File: src/rtl/wb_arbiter_rr_if.sv
// rtl/wb_arbiter_rr_if.sv - bus bundle for the two-master round-robin Wishbone arbiter
interface wb_arbiter_rr_if #(
    parameter int AW = 32,
    parameter int DW = 32
);
    logic          i_a_cyc;
    logic          i_a_stb;
    logic          i_a_we;
    logic [AW-1:0] i_a_addr;
    logic [DW-1:0] i_a_data;
    logic          o_a_ack;
    logic          o_a_stall;
    logic          o_a_err;
    logic [DW-1:0] o_a_data;

    logic          i_b_cyc;
    logic          i_b_stb;
    logic          i_b_we;
    logic [AW-1:0] i_b_addr;
    logic [DW-1:0] i_b_data;
    logic          o_b_ack;
    logic          o_b_stall;
    logic          o_b_err;
    logic [DW-1:0] o_b_data;

    logic          o_wb_cyc;
    logic          o_wb_stb;
    logic          o_wb_we;
    logic [AW-1:0] o_wb_addr;
    logic [DW-1:0] o_wb_data;
    logic          i_wb_ack;
    logic          i_wb_stall;
    logic          i_wb_err;
    logic [DW-1:0] i_wb_data;

    logic [1:0]    o_owner;

    // Arbiter side: it is the slave of both bus masters.
    modport slave (
        input  i_a_cyc, i_a_stb, i_a_we, i_a_addr, i_a_data,
        output o_a_ack, o_a_stall, o_a_err, o_a_data,
        input  i_b_cyc, i_b_stb, i_b_we, i_b_addr, i_b_data,
        output o_b_ack, o_b_stall, o_b_err, o_b_data,
        output o_wb_cyc, o_wb_stb, o_wb_we, o_wb_addr, o_wb_data,
        input  i_wb_ack, i_wb_stall, i_wb_err, i_wb_data,
        output o_owner
    );

    modport master (
        output i_a_cyc, i_a_stb, i_a_we, i_a_addr, i_a_data,
        input  o_a_ack, o_a_stall, o_a_err, o_a_data,
        output i_b_cyc, i_b_stb, i_b_we, i_b_addr, i_b_data,
        input  o_b_ack, o_b_stall, o_b_err, o_b_data,
        input  o_wb_cyc, o_wb_stb, o_wb_we, o_wb_addr, o_wb_data,
        output i_wb_ack, i_wb_stall, i_wb_err, i_wb_data,
        input  o_owner
    );
endinterface

File: src/rtl/wb_arbiter_rr.sv
// rtl/wb_arbiter_rr.sv - two-master pipelined Wishbone arbiter, round-robin with stall watchdog
module wb_arbiter_rr #(
    parameter int TIMEOUT = 255
) (
    input  logic           i_clk,
    input  logic           i_rst_n,
    wb_arbiter_rr_if.slave bus
);
    localparam int TW = $clog2(TIMEOUT + 1);

    typedef enum logic [2:0] {
        IDLE,
        OWN_A,
        OWN_B,
        ABORT_A,
        ABORT_B
    } state_t;

    state_t        state;
    logic          last_b;
    logic [TW-1:0] timer;
    logic [1:0]    owner;

    logic own_a;
    logic own_b;
    logic cur_cyc;
    logic cur_stb;
    logic accept;
    logic timeout;

    always_comb begin
        own_a   = (state == OWN_A);
        own_b   = (state == OWN_B);
        cur_cyc = (own_a & bus.i_a_cyc) | (own_b & bus.i_b_cyc);
        cur_stb = (own_a & bus.i_a_stb) | (own_b & bus.i_b_stb);
        accept  = cur_stb & ~bus.i_wb_stall;
        // A response arriving on the expiry cycle rescues the transaction.
        timeout = cur_cyc & (timer == TW'(TIMEOUT)) & ~bus.i_wb_ack & ~bus.i_wb_err;
    end

    always_comb begin
        bus.o_wb_cyc  = cur_cyc & ~timeout;
        bus.o_wb_stb  = cur_stb & ~timeout;
        bus.o_wb_we   = (own_a & bus.i_a_we) | (own_b & bus.i_b_we);
        bus.o_wb_addr = own_a ? bus.i_a_addr : (own_b ? bus.i_b_addr : '0);
        bus.o_wb_data = own_a ? bus.i_a_data : (own_b ? bus.i_b_data : '0);

        bus.o_a_stall = own_a ? bus.i_wb_stall : 1'b1;
        bus.o_a_ack   = own_a & bus.i_wb_ack;
        bus.o_a_err   = own_a & (bus.i_wb_err | timeout);
        bus.o_a_data  = bus.i_wb_data;

        bus.o_b_stall = own_b ? bus.i_wb_stall : 1'b1;
        bus.o_b_ack   = own_b & bus.i_wb_ack;
        bus.o_b_err   = own_b & (bus.i_wb_err | timeout);
        bus.o_b_data  = bus.i_wb_data;

        bus.o_owner   = owner;
    end

    always_ff @(posedge i_clk or negedge i_rst_n) begin
        if (!i_rst_n) begin
            state  <= IDLE;
            last_b <= 1'b1;
            timer  <= '0;
            owner  <= 2'b00;
        end else begin
            case (state)
                IDLE: begin
                    timer <= '0;
                    // last only moves on a contested grant
                    if (bus.i_a_cyc && bus.i_b_cyc) begin
                        if (last_b) begin
                            state  <= OWN_A;
                            owner  <= 2'b01;
                            last_b <= 1'b0;
                        end else begin
                            state  <= OWN_B;
                            owner  <= 2'b10;
                            last_b <= 1'b1;
                        end
                    end else if (bus.i_a_cyc) begin
                        state <= OWN_A;
                        owner <= 2'b01;
                    end else if (bus.i_b_cyc) begin
                        state <= OWN_B;
                        owner <= 2'b10;
                    end
                end
                OWN_A, OWN_B: begin
                    if (!cur_cyc) begin
                        state <= IDLE;
                        owner <= 2'b00;
                        timer <= '0;
                    end else if (timeout) begin
                        state <= own_a ? ABORT_A : ABORT_B;
                        timer <= '0;
                    end else if (accept || bus.i_wb_ack || bus.i_wb_err) begin
                        timer <= '0;
                    end else begin
                        timer <= timer + TW'(1);
                    end
                end
                ABORT_A: begin
                    if (!bus.i_a_cyc) begin
                        state <= IDLE;
                        owner <= 2'b00;
                    end
                end
                ABORT_B: begin
                    if (!bus.i_b_cyc) begin
                        state <= IDLE;
                        owner <= 2'b00;
                    end
                end
                default: begin
                    state <= IDLE;
                    owner <= 2'b00;
                    timer <= '0;
                end
            endcase
        end
    end
endmodule

File: src/flat_wrapper.sv
// flat-port wrapper written by rule: the top's interface ports become plain ports
module wb_arbiter_rr_flat 
#(
    parameter int TIMEOUT = 255
)
  (i_clk, i_rst_n, bus_i_a_cyc, bus_i_a_stb, bus_i_a_we, bus_i_a_addr, bus_i_a_data, bus_o_a_ack, bus_o_a_stall, bus_o_a_err, bus_o_a_data, bus_i_b_cyc, bus_i_b_stb, bus_i_b_we, bus_i_b_addr, bus_i_b_data, bus_o_b_ack, bus_o_b_stall, bus_o_b_err, bus_o_b_data, bus_o_wb_cyc, bus_o_wb_stb, bus_o_wb_we, bus_o_wb_addr, bus_o_wb_data, bus_i_wb_ack, bus_i_wb_stall, bus_i_wb_err, bus_i_wb_data, bus_o_owner);
  wb_arbiter_rr_if #(.AW(32), .DW(32)) bus_i ();
  input  logic i_clk;
  input  logic i_rst_n;
  input wire logic [$bits(bus_i.i_a_cyc)-1:0] bus_i_a_cyc;
  input wire logic [$bits(bus_i.i_a_stb)-1:0] bus_i_a_stb;
  input wire logic [$bits(bus_i.i_a_we)-1:0] bus_i_a_we;
  input wire logic [$bits(bus_i.i_a_addr)-1:0] bus_i_a_addr;
  input wire logic [$bits(bus_i.i_a_data)-1:0] bus_i_a_data;
  output wire logic [$bits(bus_i.o_a_ack)-1:0] bus_o_a_ack;
  output wire logic [$bits(bus_i.o_a_stall)-1:0] bus_o_a_stall;
  output wire logic [$bits(bus_i.o_a_err)-1:0] bus_o_a_err;
  output wire logic [$bits(bus_i.o_a_data)-1:0] bus_o_a_data;
  input wire logic [$bits(bus_i.i_b_cyc)-1:0] bus_i_b_cyc;
  input wire logic [$bits(bus_i.i_b_stb)-1:0] bus_i_b_stb;
  input wire logic [$bits(bus_i.i_b_we)-1:0] bus_i_b_we;
  input wire logic [$bits(bus_i.i_b_addr)-1:0] bus_i_b_addr;
  input wire logic [$bits(bus_i.i_b_data)-1:0] bus_i_b_data;
  output wire logic [$bits(bus_i.o_b_ack)-1:0] bus_o_b_ack;
  output wire logic [$bits(bus_i.o_b_stall)-1:0] bus_o_b_stall;
  output wire logic [$bits(bus_i.o_b_err)-1:0] bus_o_b_err;
  output wire logic [$bits(bus_i.o_b_data)-1:0] bus_o_b_data;
  output wire logic [$bits(bus_i.o_wb_cyc)-1:0] bus_o_wb_cyc;
  output wire logic [$bits(bus_i.o_wb_stb)-1:0] bus_o_wb_stb;
  output wire logic [$bits(bus_i.o_wb_we)-1:0] bus_o_wb_we;
  output wire logic [$bits(bus_i.o_wb_addr)-1:0] bus_o_wb_addr;
  output wire logic [$bits(bus_i.o_wb_data)-1:0] bus_o_wb_data;
  input wire logic [$bits(bus_i.i_wb_ack)-1:0] bus_i_wb_ack;
  input wire logic [$bits(bus_i.i_wb_stall)-1:0] bus_i_wb_stall;
  input wire logic [$bits(bus_i.i_wb_err)-1:0] bus_i_wb_err;
  input wire logic [$bits(bus_i.i_wb_data)-1:0] bus_i_wb_data;
  output wire logic [$bits(bus_i.o_owner)-1:0] bus_o_owner;
  assign bus_i.i_a_cyc = bus_i_a_cyc;
  assign bus_i.i_a_stb = bus_i_a_stb;
  assign bus_i.i_a_we = bus_i_a_we;
  assign bus_i.i_a_addr = bus_i_a_addr;
  assign bus_i.i_a_data = bus_i_a_data;
  assign bus_o_a_ack = bus_i.o_a_ack;
  assign bus_o_a_stall = bus_i.o_a_stall;
  assign bus_o_a_err = bus_i.o_a_err;
  assign bus_o_a_data = bus_i.o_a_data;
  assign bus_i.i_b_cyc = bus_i_b_cyc;
  assign bus_i.i_b_stb = bus_i_b_stb;
  assign bus_i.i_b_we = bus_i_b_we;
  assign bus_i.i_b_addr = bus_i_b_addr;
  assign bus_i.i_b_data = bus_i_b_data;
  assign bus_o_b_ack = bus_i.o_b_ack;
  assign bus_o_b_stall = bus_i.o_b_stall;
  assign bus_o_b_err = bus_i.o_b_err;
  assign bus_o_b_data = bus_i.o_b_data;
  assign bus_o_wb_cyc = bus_i.o_wb_cyc;
  assign bus_o_wb_stb = bus_i.o_wb_stb;
  assign bus_o_wb_we = bus_i.o_wb_we;
  assign bus_o_wb_addr = bus_i.o_wb_addr;
  assign bus_o_wb_data = bus_i.o_wb_data;
  assign bus_i.i_wb_ack = bus_i_wb_ack;
  assign bus_i.i_wb_stall = bus_i_wb_stall;
  assign bus_i.i_wb_err = bus_i_wb_err;
  assign bus_i.i_wb_data = bus_i_wb_data;
  assign bus_o_owner = bus_i.o_owner;
  wb_arbiter_rr #(.TIMEOUT(TIMEOUT)) u_core (.i_clk(i_clk), .i_rst_n(i_rst_n), .bus(bus_i));
endmodule
File: config.mk
export PLATFORM = sky130hd
export DESIGN_NAME = wb_arbiter_rr_flat
export DESIGN_NICKNAME = d
export VERILOG_FILES = /design/src/rtl/wb_arbiter_rr_if.sv /design/src/rtl/wb_arbiter_rr.sv /design/src/flat_wrapper.sv
export SDC_FILE = /design/constraint.sdc
export NUM_CORES = 1
export LEC_CHECK = 0
export ABC_CLOCK_PERIOD_IN_PS = 1800
export CAP_MARGIN = 25
export CORE_AREA = 8 8 113 115
export CTS_BUF_LIST = sky130_fd_sc_hd__clkbuf_4 sky130_fd_sc_hd__clkbuf_8
export CTS_CLUSTER_DIAMETER = 120
export CTS_CLUSTER_SIZE = 25
export DETAILED_ROUTE_END_ITERATION = 7
export DIE_AREA = 0 0 121 123
export GPL_TIMING_DRIVEN = 0
export HOLD_SLACK_MARGIN = 0.08
export PLACE_DENSITY_LB_ADDON = 0.25
export SLEW_MARGIN = 20
export SYNTH_ARGS = -nofsm -noshare
export SYNTH_HDL_FRONTEND = slang
export SYNTH_SLANG_ARGS = --single-unit
File: constraint.sdc
create_clock -name i_clk -period 1.8 [get_ports i_clk]
set_input_delay 0.36 -clock i_clk [delete_from_list [all_inputs] [get_ports i_clk]]
set_output_delay 0.36 -clock i_clk [all_outputs]
set_load 0.02 [all_outputs]
==> results_dict.tcl, run 1 <==
set metrics [dict create \
    cellPowerDensity_mw_per_mm2 1240 \
    tritoncts "done" \
    dieArea_mm2 0.0149 \
    cpLargestDelayFamily "buffers and inverters" \
    met2_usage_pct 32.1 \
    grt_usage_pct 18.0 \
    dr.pass1.iters 4 \
    row_count 39 \
    placedCellCount 668 \
    end_kind "primary output" \
    clock_skew_ps 0.809 \
    cp_slowest_stage_delay_ps 390 \
    place_area_mm2 0.00533 \
    avgViaCountPerCell 4.36 \
    antenna_found_initial 0 \
    fin_crit_sh_pct 114 \
    ir_worst_vdd_v 0.000644 \
    syn_area_mm2 0.00201 \
    crit_chain "buf_6 -> nand2b_4 -> nor2_4 -> buf_12 -> buf_12 -> buf_12 -> a22o_4 -> buf_6" \
    path_class "register to primary output" \
    first_global_vias 3051 \
    leakagePower_nw 2.65 \
    ios 310 \
    nFillCells 999 \
    place_congestion 0.783 \
    yosysUniqueCellTypes 40 \
    violations "negative setup slack" \
    stdcell_count 693 \
    final_cell_mix "clkdlybuf4s50_1, buf_4, buf_6" \
    top_usage_layer "met2" \
    timing.final.hold_violations 0 \
    critPathArrivalTime_ps 1700 \
    met3_usage_pct 5.02 \
    clk_path_buf_depth 2 \
    synth_fp_nets 420 \
    grt_max_degree 15 \
    drt-wirelength-per-cell_um 21.4 \
    die_w_um 121 \
    drc 0 \
    crit_required_ps 1440 \
    io_buffer_count 277 \
    rsz0062_at_grt "true" \
    ys_ff_latch 14 \
    fin_tns_setup_ps -14420 \
    synth-main-ff-cell "dfrtp_1" \
    detailed_place_hpwl_um 12500 \
    period_needed_ps 2060 \
    diodes 0 \
    slew_headroom_pct 56.8 \
    slew_violations 0 \
    grt_pass1_wl_um 20600 \
    final_area_mm2 0.00596 \
    run_status "finished with violations" \
    max_cap_viol_count 0 \
    crit_slowest_cell "dfrtp_1" \
    start_util_pct 18.1 \
    setup_slack_ps -256 \
    final_common_cell "clkdlybuf4s50_1" \
    yosys_warnings 0 \
    hold_class "register to register" \
    numCtsBuffers 3 \
    synth_area_per_cell_um2 8.10 \
    worst_slew_pin_slew_ps 646 \
    clock-root-buffer "clkbuf_8" \
    finalSetupViolCount 72 \
    crit_fanout 10 \
    die_h_um 123 \
    synthCells 248 \
    core_mm2 0.0111 \
    worst-path-buf-inv 5 \
    layout-drive-gt1-share_pct 44.0 \
    cp-start-kind "register" \
    synthArstFlopShare_pct 100 \
    dp_slack_ps -975 \
    clkTransAtPathRegs_ps 60 \
    ant_nets 0 \
    vias 3023 \
    cts_htree_levels 1 \
    timing.hold.ws_ps 493 \
    finalWirelength_um 14800 \
    drt_iter0_drc 133 \
    clk-insertion-delay-late_ps 250 \
    synth_edf_count 0 \
    nets 723 \
    cpMostUsedCell "buf_12" \
    max_clock_freq_ghz 0.486 \
    seq_area_frac_synth_pct 17.5 \
    grt_overflow 0 \
    use_met1_pct 21.5 \
    syn2layout_area_growth_pct 197 \
    clock-sinks 14 \
]
## per-layer routing
metal | up-vias | wire length, um
li1 | 1464 | -
met1 | 1425 | 5800
met2 | 130 | 7700
met5 | - | 0
met3 | 4 | 1240
met4 | 0 | 57
## worst paths after layout
check	from	to	slack, ps	cells after the start
worst max-delay path	u_core.state[1]$_DFFE_PN0P_	bus_o_wb_addr[5]	-260	8
min in group asynchronous	i_rst_n	u_core.bus.o_owner[0]$_DFFE_PN0P_	510	1
max in group asynchronous	i_rst_n	u_core.state[0]$_DFFE_PN0P_	840	1
worst max register to register	u_core.state[2]$_DFFE_PN0P_	u_core.timer[5]$_DFFE_PN0N_	-30	6
worst min-delay path	u_core.last_b$_DFFE_PN1P_	u_core.last_b$_DFFE_PN1P_	490	1
worst min register to register	u_core.last_b$_DFFE_PN1P_	u_core.last_b$_DFFE_PN1P_	490	1
## power breakdown
group / switching [W] / total [W] / internal, W
clock: 0.000117 / 0.000311 / 0.000194
combinational: 0.00300 / 0.00664 / 0.00364
sequential: 0.0000524 / 0.000434 / 0.000382
total: 0.00317 / 0.00739 / 0.00422
## synth_stat cells (2+ instances only)
library cell / n / area [um2]
a21o_1: 2 / 15.0
a21oi_1: 5 / 25.0
a22o_1: 68 / 596
and2_1: 2 / 12.5
and4bb_1: 2 / 25.0
buf_1: 5 / 18.8
buf_2: 3 / 15.0
buf_4: 65 / 488
clkbuf_1: 9 / 33.8
dfrtp_1: 13 / 325
inv_1: 4 / 15.0
mux2i_1: 3 / 30.0
nand2_1: 11 / 41.3
nand2b_1: 3 / 18.8
nand3_1: 5 / 25.0
nand3b_1: 2 / 15.0
nor2_1: 8 / 30.0
nor2b_1: 3 / 18.8
nor3_1: 5 / 25.0
o21ai_0: 5 / 25.0
o21ai_1: 2 / 10.0
or2_2: 2 / 12.5
or3_1: 4 / 25.0
## registers in the layout (all words and copies together), names as in the netlist
name and count:
u_core.timer 8, u_core.last_b 1, u_core.bus.o_owner 2, u_core.state 3
## final cells by class
type | instances | area (um2) | area share (%)
repair buffers | 300 | 3100 | 51.9
multi-input cells | 147 | 1520 | 25.5
plain buffers | 81 | 744 | 12.5
flip-flops and latches | 14 | 353 | 5.92
well taps | 143 | 179 | 3.00
clock buffers | 4 | 55.1 | 0.923
inverters | 4 | 15.0 | 0.252
## per-stage QoR
stage	util, %	total power [W]
6_report	53.8	0.00739
5_1_grt	53.8	0.00773
4_1_cts	53.4	0.00738
3_5_place_dp	48.1	0.00588
3_3_place_gp	48.1	0.00585
2_1_floorplan	-	0.00350
## cell families (layout without fill, tap and decap cells)
family          count (synthesis)  after routing  share of synthesized area (%)
buf+inv                        87            389                           29.0
xor+xnor                        1              1                          0.436
compound gates                 90             90                           36.7
fa+ha+maj                       1              1                          0.623
flops                          14             14                           17.5
simple gates                   51             51                           13.8
mux                             4              4                           2.05
## what timing repair did
item | in CTS | in global routing
pin swaps | 57 | 12
gates cloned | 6 | 0
setup endpoints to repair | 83 | 80
resized for setup | 509 | 19
hold buffers | 0 | 0
setup buffers | 15 | 4
## worst reg2reg max path, cell delays in order, from the launching register on
cell	delay, ps
dfrtp_1	370
buf_6	130
and4bb_1	310
o21ai_2	90
or3_4	410
or3_1	360
nand3_1	90
Power figures use the tool's default switching activity.
==> run 2: changes to the inputs <==
- CTS_BUF_LIST: sky130_fd_sc_hd__clkbuf_4 sky130_fd_sc_hd__clkbuf_8 -> default
- HOLD_SLACK_MARGIN: 0.08 -> 0.02
==> run 2 against run 1 <==
The flow still finishes with violations (negative setup slack). Sequential power about the same. Via count up 1.7%. Worst setup slack worse by 5.4 ps. Sequential share of layout area down 0.17 points. Combinational power up 4.2%. Hold slack worse by 1.7 ps. Register-to-register slack worse by 40 ps. Clock power up 50%. Flip-flop and latch count unchanged. Clock skew about the same. Critical endpoint is now bus_o_wb_addr[23].
==> results_dict.tcl, run 2 (synthesis gave the netlist of run 1 again) <==
set metrics [dict create \
    final_cell_mix "clkdlybuf4s50_1, buf_6, buf_4" \
    crit_cells 8 \
    max_cap_viol_count 0 \
    antenna_found_initial 0 \
    finalSetupViolCount 73 \
    numCtsBuffers 3 \
    detailed_place_hpwl_um 12500 \
    dp_slack_ps -975 \
    fin_crit_sh_pct 115 \
    dr.pass1.iters 4 \
    worst-path-buf-inv 5 \
    worst_slew_pin_slew_ps 648 \
    drc 0 \
    syn2layout_area_growth_pct 205 \
    leakagePower_nw 2.75 \
    tritoncts "done" \
    cp-start-kind "register" \
    violations "negative setup slack" \
    whs_path_depth 1 \
    avgViaCountPerCell 4.38 \
    crit_chain "buf_6 -> nand2b_4 -> nor2_4 -> buf_12 -> buf_12 -> clkbuf_16 -> a22o_4 -> buf_6" \
    vias 3073 \
    crit_fanout 8 \
    cp_slowest_stage_delay_ps 380 \
    layout-drive-gt1-share_pct 44.5 \
    first_global_vias 3085 \
    io_buffer_count 277 \
    drt_iter0_drc 113 \
    cellPowerDensity_mw_per_mm2 1270 \
    clock-sinks 14 \
    hold_class "register to register" \
    place_congestion 0.783 \
    diodes 0 \
    setup_slack_ps -262 \
    die_h_um 123 \
    p_seq_share_pct 5.6 \
    ir_worst_vdd_v 0.000699 \
    drt-wirelength-per-cell_um 21.5 \
    finalWirelength_um 15100 \
    cpLargestDelayFamily "buffers and inverters" \
    final_area_mm2 0.00614 \
    clkTransAtPathRegs_ps 50 \
    die_w_um 121 \
    clock_skew_ps 0.866 \
    ant_nets 0 \
    hold_buffers 0 \
    grt_max_degree 15 \
    cts_htree_levels 1 \
    crit_required_ps 1440 \
    row_count 39 \
    place_area_mm2 0.00533 \
    dieArea_mm2 0.0149 \
    rsz0062_at_grt "true" \
    run_status "finished with violations" \
    nets 732 \
    grt_overflow 0 \
    end_kind "primary output" \
    timing.final.hold_violations 0 \
    start_util_pct 18.1 \
    power_switching_w 0.00325 \
    crit_slowest_cell "dfrtp_1" \
    grt_pass1_wl_um 20400 \
    ios 310 \
    cellInternalPower_w 0.00458 \
    clkPwrFrac_pct 6.0 \
    reg2regPathDepth 7 \
    slew_violations 0 \
    largest_reg_flops 8 \
    clock-root-buffer "clkbuf_16" \
    period_needed_ps 2060 \
    grt_usage_pct 17.8 \
    pwr-share-comb_pct 88.5 \
    regMostFlops "u_core.timer" \
    clk-insertion-delay-late_ps 240 \
    final_common_cell "clkdlybuf4s50_1" \
    max_clock_freq_ghz 0.485 \
    switching_share_pct 41.5 \
    slew_headroom_pct 56.7 \
    critPathArrivalTime_ps 1700 \
    clk_path_buf_depth 2 \
    path_class "register to primary output" \
    core_mm2 0.0111 \
]
## run 2: worst register-to-register path: stages, from the launching register on
cell and delay (ps):
dfrtp_1 370, buf_6 130, and4bb_1 300, buf_4 120, o21ai_2 60, or3_4 380
or3_1 360, nand3_1 90
## run 2: cell type report
class                   count  area (um2)
clock buffers               4        88.8
fillers                   982        4940
plain buffers              79         728
well taps                 143         179
multi-input cells         147        1510
repair buffers            311        3260
flip-flops and latches     14         353
inverters                   4        15.0
## run 2: layer usage
metal  vias to the layer above  wire length, um  global-route usage [%]
met5                         -                0                       0
met4                         0               73                    2.03
met3                         6             1210                    5.21
met2                       128             7890                    32.0
met1                      1453             5890                    21.1
li1                       1486                -                       -
## run 2: power groups by stage
| stage | combinational, W | clock (W) | sequential (W) |
|---|---|---|---|
| after detailed placement | 0.00545 | 0 | 0.000429 |
| after global routing | 0.00724 | 0.000490 | 0.000441 |
| final | 0.00692 | 0.000467 | 0.000434 |
| after CTS | 0.00662 | 0.000476 | 0.000434 |
| after global placement | 0.00542 | 0 | 0.000427 |
| after floorplan | 0.00306 | 0 | 0.000441 |
## run 2: timing repair
item,in CTS,in global routing
resized for setup,509,22
buffers inserted,17,9
pin swaps,22,53
gates cloned,4,6
setup endpoints to repair,84,78
## run 2: path summary, 6_finish.rpt
path / slack [ps] / startpoint / endpoint
setup / recovery: -260 / u_core.state[1]$_DFFE_PN0P_ / bus_o_wb_addr[23]
hold / removal: 490 / u_core.last_b$_DFFE_PN1P_ / u_core.last_b$_DFFE_PN1P_
setup reg to reg: -70 / u_core.state[2]$_DFFE_PN0P_ / u_core.timer[5]$_DFFE_PN0N_
hold reg to reg: 490 / u_core.last_b$_DFFE_PN1P_ / u_core.last_b$_DFFE_PN1P_
max in group asynchronous: 830 / i_rst_n / u_core.state[0]$_DFFE_PN0P_
min in group asynchronous: 520 / i_rst_n / u_core.bus.o_owner[1]$_DFFE_PN0P_
## run 2: through the flow
stage | std cells | power, W | TNS (ps) | hold slack (ps) | util, %
after floorplan | 248 | 0.00350 | -60.1 | 64.4 | -
after global placement | 668 | 0.00585 | -59310 | 478 | 48.1
after detailed placement | 668 | 0.00588 | -61200 | 485 | 48.1
after CTS | 692 | 0.00753 | -14920 | 495 | 53.6
after global routing | 702 | 0.00817 | -16730 | 513 | 55.4
final | 702 | 0.00782 | -13120 | 491 | 55.4
==> run 3: changes to the inputs <==
- CTS_CLUSTER_SIZE: 25 -> 40
==> results of run 3 <==
The final DEF is identical to that of run 2; final timing and power are the same.
